<file path="config.mk">
export PLATFORM = sky130hd
export DESIGN_NAME = mul8u_share_arb
export DESIGN_NICKNAME = d
export VERILOG_FILES = /design/src/rtl/mul8u_share_arb.sv
export SDC_FILE = /design/constraint.sdc
export NUM_CORES = 1
export LEC_CHECK = 0
export ABC_AREA = 1
export CAP_MARGIN = 0
export CELL_PAD_IN_SITES_DETAIL_PLACEMENT = 0
export CELL_PAD_IN_SITES_GLOBAL_PLACEMENT = 1
export CORE_AREA = 2 2 89 108
export DETAILED_ROUTE_END_ITERATION = 10
export DIE_AREA = 0 0 91 110
export PLACE_DENSITY = 0.89
export SKIP_LAST_GASP = 1
export SYNTH_ARGS = -nofsm -noshare
export SYNTH_HDL_FRONTEND = slang
export SYNTH_SLANG_ARGS = --single-unit
</file>
<file path="constraint.sdc">
create_clock -name clk -period 3.69 [get_ports clk]
set_input_delay 0.369 -clock clk [delete_from_list [all_inputs] [get_ports clk]]
set_output_delay 0.369 -clock clk [all_outputs]
set_load 0.01 [all_outputs]
</file>
<file path="src/rtl/mul8u_share_arb.sv">
// Round-robin sharing of one external 8x8 unsigned multiplier among NREQ requesters,
// via an operand stage and a result stage. Define MUL8U_ERRSTAT_EN for error statistics.
module mul8u_share_arb #(
  parameter int unsigned NREQ = 4,
  parameter int unsigned IDW  = (NREQ > 1) ? $clog2(NREQ) : 1
) (
  input  logic              clk,
  input  logic              rst_n,
  input  logic [NREQ-1:0]   req_valid,
  output logic [NREQ-1:0]   req_ready,
  input  logic [8*NREQ-1:0] req_a,
  input  logic [8*NREQ-1:0] req_b,
  output logic [7:0]        mul_a,
  output logic [7:0]        mul_b,
  input  logic [15:0]       mul_o,
  output logic              rsp_valid,
  input  logic              rsp_ready,
  output logic [IDW-1:0]    rsp_id,
  output logic [15:0]       rsp_prod,
  output logic              busy
`ifdef MUL8U_ERRSTAT_EN
  ,
  input  logic              stat_clr,
  output logic [31:0]       err_cnt,
  output logic [31:0]       ops_cnt,
  output logic [15:0]       err_max
`endif
);

  localparam int unsigned OPW = 8;
  localparam int unsigned PW  = 16;
  localparam int unsigned XW  = IDW + 1;

  logic           r_s1_v;
  logic [OPW-1:0] r_s1_a;
  logic [OPW-1:0] r_s1_b;
  logic [IDW-1:0] r_s1_id;
  logic           r_s2_v;
  logic [PW-1:0]  r_s2_prod;
  logic [IDW-1:0] r_s2_id;
  logic [IDW-1:0] r_rr_ptr;

  logic           w_s2_load;
  logic           w_s1_free;
  logic           w_grant_found;
  logic [IDW-1:0] w_grant_id;
  logic [XW-1:0]  w_idx;
  logic           w_hs;
  logic [OPW-1:0] w_sel_a;
  logic [OPW-1:0] w_sel_b;

  assign w_s2_load = r_s1_v & (~r_s2_v | rsp_ready);
  assign w_s1_free = ~r_s1_v | w_s2_load;

  // Rotating search starting just after the last granted requester
  always_comb begin
    w_grant_found = 1'b0;
    w_grant_id    = '0;
    w_idx         = '0;
    for (int k = 1; k <= int'(NREQ); k++) begin
      w_idx = XW'(r_rr_ptr) + XW'(k);
      if (w_idx >= XW'(NREQ)) w_idx = w_idx - XW'(NREQ);
      if (!w_grant_found && req_valid[IDW'(w_idx)]) begin
        w_grant_found = 1'b1;
        w_grant_id    = IDW'(w_idx);
      end
    end
  end

  always_comb begin
    req_ready = '0;
    if (w_grant_found) req_ready[w_grant_id] = w_s1_free;
  end

  assign w_hs    = w_grant_found & w_s1_free;
  assign w_sel_a = req_a[OPW*int'(w_grant_id) +: OPW];
  assign w_sel_b = req_b[OPW*int'(w_grant_id) +: OPW];

  // Operand stage, result stage and round-robin pointer
  always_ff @(posedge clk or negedge rst_n) begin
    if (!rst_n) begin
      r_s1_v    <= 1'b0;
      r_s1_a    <= '0;
      r_s1_b    <= '0;
      r_s1_id   <= '0;
      r_s2_v    <= 1'b0;
      r_s2_prod <= '0;
      r_s2_id   <= '0;
      r_rr_ptr  <= IDW'(NREQ - 1);
    end else begin
      if (w_hs) begin
        r_s1_v   <= 1'b1;
        r_s1_a   <= w_sel_a;
        r_s1_b   <= w_sel_b;
        r_s1_id  <= w_grant_id;
        r_rr_ptr <= w_grant_id;
      end else if (w_s2_load) begin
        r_s1_v <= 1'b0;
      end
      if (w_s2_load) begin
        r_s2_v    <= 1'b1;
        r_s2_prod <= mul_o;
        r_s2_id   <= r_s1_id;
      end else if (rsp_ready) begin
        r_s2_v <= 1'b0;
      end
    end
  end

  assign mul_a     = r_s1_a;
  assign mul_b     = r_s1_b;
  assign rsp_valid = r_s2_v;
  assign rsp_prod  = r_s2_prod;
  assign rsp_id    = r_s2_id;
  assign busy      = r_s1_v | r_s2_v;

`ifdef MUL8U_ERRSTAT_EN
  logic [31:0]   r_err_cnt;
  logic [31:0]   r_ops_cnt;
  logic [PW-1:0] r_err_max;
  logic [PW-1:0] w_exact;
  logic [PW-1:0] w_diff;

  assign w_exact = PW'(r_s1_a) * PW'(r_s1_b);
  assign w_diff  = (w_exact >= mul_o) ? (w_exact - mul_o) : (mul_o - w_exact);

  // Saturating counters and running max error, sampled when a product is captured
  always_ff @(posedge clk or negedge rst_n) begin
    if (!rst_n) begin
      r_err_cnt <= '0;
      r_ops_cnt <= '0;
      r_err_max <= '0;
    end else if (stat_clr) begin
      r_err_cnt <= '0;
      r_ops_cnt <= '0;
      r_err_max <= '0;
    end else if (w_s2_load) begin
      if (r_ops_cnt != '1) r_ops_cnt <= r_ops_cnt + 32'd1;
      if ((w_diff != '0) && (r_err_cnt != '1)) r_err_cnt <= r_err_cnt + 32'd1;
      if (w_diff > r_err_max) r_err_max <= w_diff;
    end
  end

  assign err_cnt = r_err_cnt;
  assign ops_cnt = r_ops_cnt;
  assign err_max = r_err_max;
`endif

endmodule

</file>
==> flow_summary.toml <==
[timing]
post-route-period-util_pct = 81.7
hold_ws_ns = 0.194
rsz0062_at_grt = "false"
clock_skew_ns = 0.00679
setup_viol = 0
final-hold-violation-count = 0
slew_violations = 0
slew_headroom_pct = 38.6
max_freq_mhz = 332
fin_tns_setup_ns = 0
tightest_slew_ns = 0.921
fin_ws_ns = 0.675
fin_crit_ns = 3.01

[clock_tree]
tritoncts = "yes"
cts_made_buffers = 5
cts_root_buffer = "clkbuf_8"
post_cts_resized = 0
clk_pin_slew_ns = 0.08
clock-sinks = 40
insertion_delay_ns = 0.30
htree_levels = 2
cts_setup_buffers = 0
cts_buffer_depth = 2
hold_buffers = 0

[pwr]
power_leakage_nw = 1.73
ir_worst_vdd_mv = 0.391
p_per_area_mw_per_mm2 = 1010

[global_routing]
grt_pass1_vias = 2551
grt_overflow_total = 0
grt_pass1_wl_mm = 12.0
grt_usage_pct = 15.2
grt_max_degree = 41
grt_antenna_before_repair = 0

[die]
io_pins = 127
dieArea_mm2 = 0.0100
start_util_pct = 27.6
die_y_um = 110
core_area_mm2 = 0.00894
fp.dieW_um = 91
row_count = 38

[critical_path]
r2r_end = "mul_b[5]$_DFFE_PN0P_"
end_kind = "output port"
crit_fanout = 17
cp_data_required_time_ns = 3.32
r2r-start = "r_rr_ptr[0]$_DFFE_PN1P_"
worstPathArrival_ns = 2.65
ff2ff_path_depth = 15
r2r_setup_slack_ns = 1.47
critPathLaunch = "r_rr_ptr[0]$_DFFE_PN1P_"
critPathKind = "flip-flop to output port"
critPathLaunchType = "flip-flop"

[layout]
final_cell_mix = "clkdlybuf4s50_1, nand2_1, nand3_1"
drive_gt1_share_pct = 15.9
synthToLayoutAreaGrowth_pct = 57.0
final_cells = 549
final_common_cell = "clkdlybuf4s50_1"
diodes = 0
nets = 515
final_util_pct = 43.3

[run]
max_cap_violations = 0

[detailed_routing]
drt-wirelength-per-cell_um = 13.8
ant_nets = 0
drc = 0
vias = 2497
drt_iter0_drc = 92
vias_per_cell = 4.55
wl_mm = 7.60
firstDrtPassIters = 4

[placement]
io_buffer_count = 126
post-place-ws_ns = 0.847
dp_hpwl_mm = 5.77
place.gp.congestion = 0.921
dp.cells = 541

[run_status]
status = "completed"

[synth]
syn_avg_cell_area_um2 = 8.04
synth.cell_area_mm2 = 0.00247
ys_warn_count = 0
ys_ff_latch = 40
synth-seq-area-share_pct = 40.7
synth_nets = 394
synth.distinct_cells = 24
postSynthCellCount = 307

[worst_hold_path]
min_path_type = "input port to asynchronous set/reset pin"
[final cells by class]
class                      instances  area [µm²]
clock inverter                     2        38.8
sequential                        40        1000
multi-input combinational        234        1240
fill                             931        5060
clock buffer                       6        82.6
inverter                          15        61.3
tap                              120         150
timing repair buffer             132        1300
[per-stage QoR]
stage,cell area [µm²],total power (W)
after global placement,3750,0.00356
after floorplan,2470,0.00275
after CTS,3870,0.00400
after global routing,3870,0.00431
final,3870,0.00392
after detailed placement,3750,0.00359
[cell usage after synthesis (all sizes together)]
| cell | number | share of area (%) |
|---|---|---|
| nand2 | 113 | 19 |
| dfstp | 2 | 2.1 |
| clkbuf | 4 | 1.4 |
| mux2 | 16 | 7.3 |
| o21ai | 6 | 1.2 |
| nor2 | 11 | 2.5 |
| nand3 | 86 | 19 |
| buf | 14 | 5.3 |
| a31oi | 1 | 0.25 |
| inv | 15 | 2.5 |
| dfrtp | 38 | 39 |
| or2 | 1 | 0.25 |
[cell families after synthesis]
group                  after synthesis  share of synthesized area [%]
AOI/OAI and AO/OA                    7                           1.47
buffers and inverters               33                           9.23
DFF                                 40                           40.7
muxes                               16                           7.30
and+or+nand+nor                    211                           41.3
[worst max path at each step]
stage / end / slack [ns] / cells after the start
2_1_floorplan: req_ready[0] / 1.50 / 13
4_1_cts: req_ready[2] / 0.65 / 12
6_report: req_ready[2] / 0.68 / 12
3_5_place_dp: req_ready[0] / 0.85 / 12
5_1_grt: req_ready[2] / 0.47 / 12
3_3_place_gp: req_ready[0] / 0.88 / 12
[where the power goes]
group	total, W	internal [W]	switching, W
Combinational	0.00272	0.00116	0.00156
Sequential	0.000811	0.000684	0.000127
Clock	0.000385	0.000221	0.000164
Total	0.00392	0.00207	0.00185
[layer usage]
layer	vias to the layer above	wire, µm	track usage (%)	part of all wire [%]
met2	67	4100	29.5	54
met4	0	110	4.22	1.4
met3	10	384	3.87	5.1
li1	1245	-	-	-
met5	-	0	0	0
met1	1175	3010	16.2	40
[state kept, by name, indices dropped and copies added (netlist names)]
name / flops
rsp_prod: 16
mul_b: 8
mul_a: 8
r_s1_v: 1
r_s1_id: 2
rsp_valid: 1
r_rr_ptr: 2
rsp_id: 2
[worst max-delay path: stages (launching register included)]
cell and delay (ns):
dfstp_2 0.64, inv_4 0.10, nand2_1 0.07, nand2_1 0.10
nand2_2 0.09, nand2_2 0.08, nor2_4 0.11, nand2_1 0.07
nor2_2 0.13, nor2_4 0.07, buf_4 0.20, nor2_1 0.13
clkdlybuf4s50_1 0.55
(Power assumes the default switching activity.)
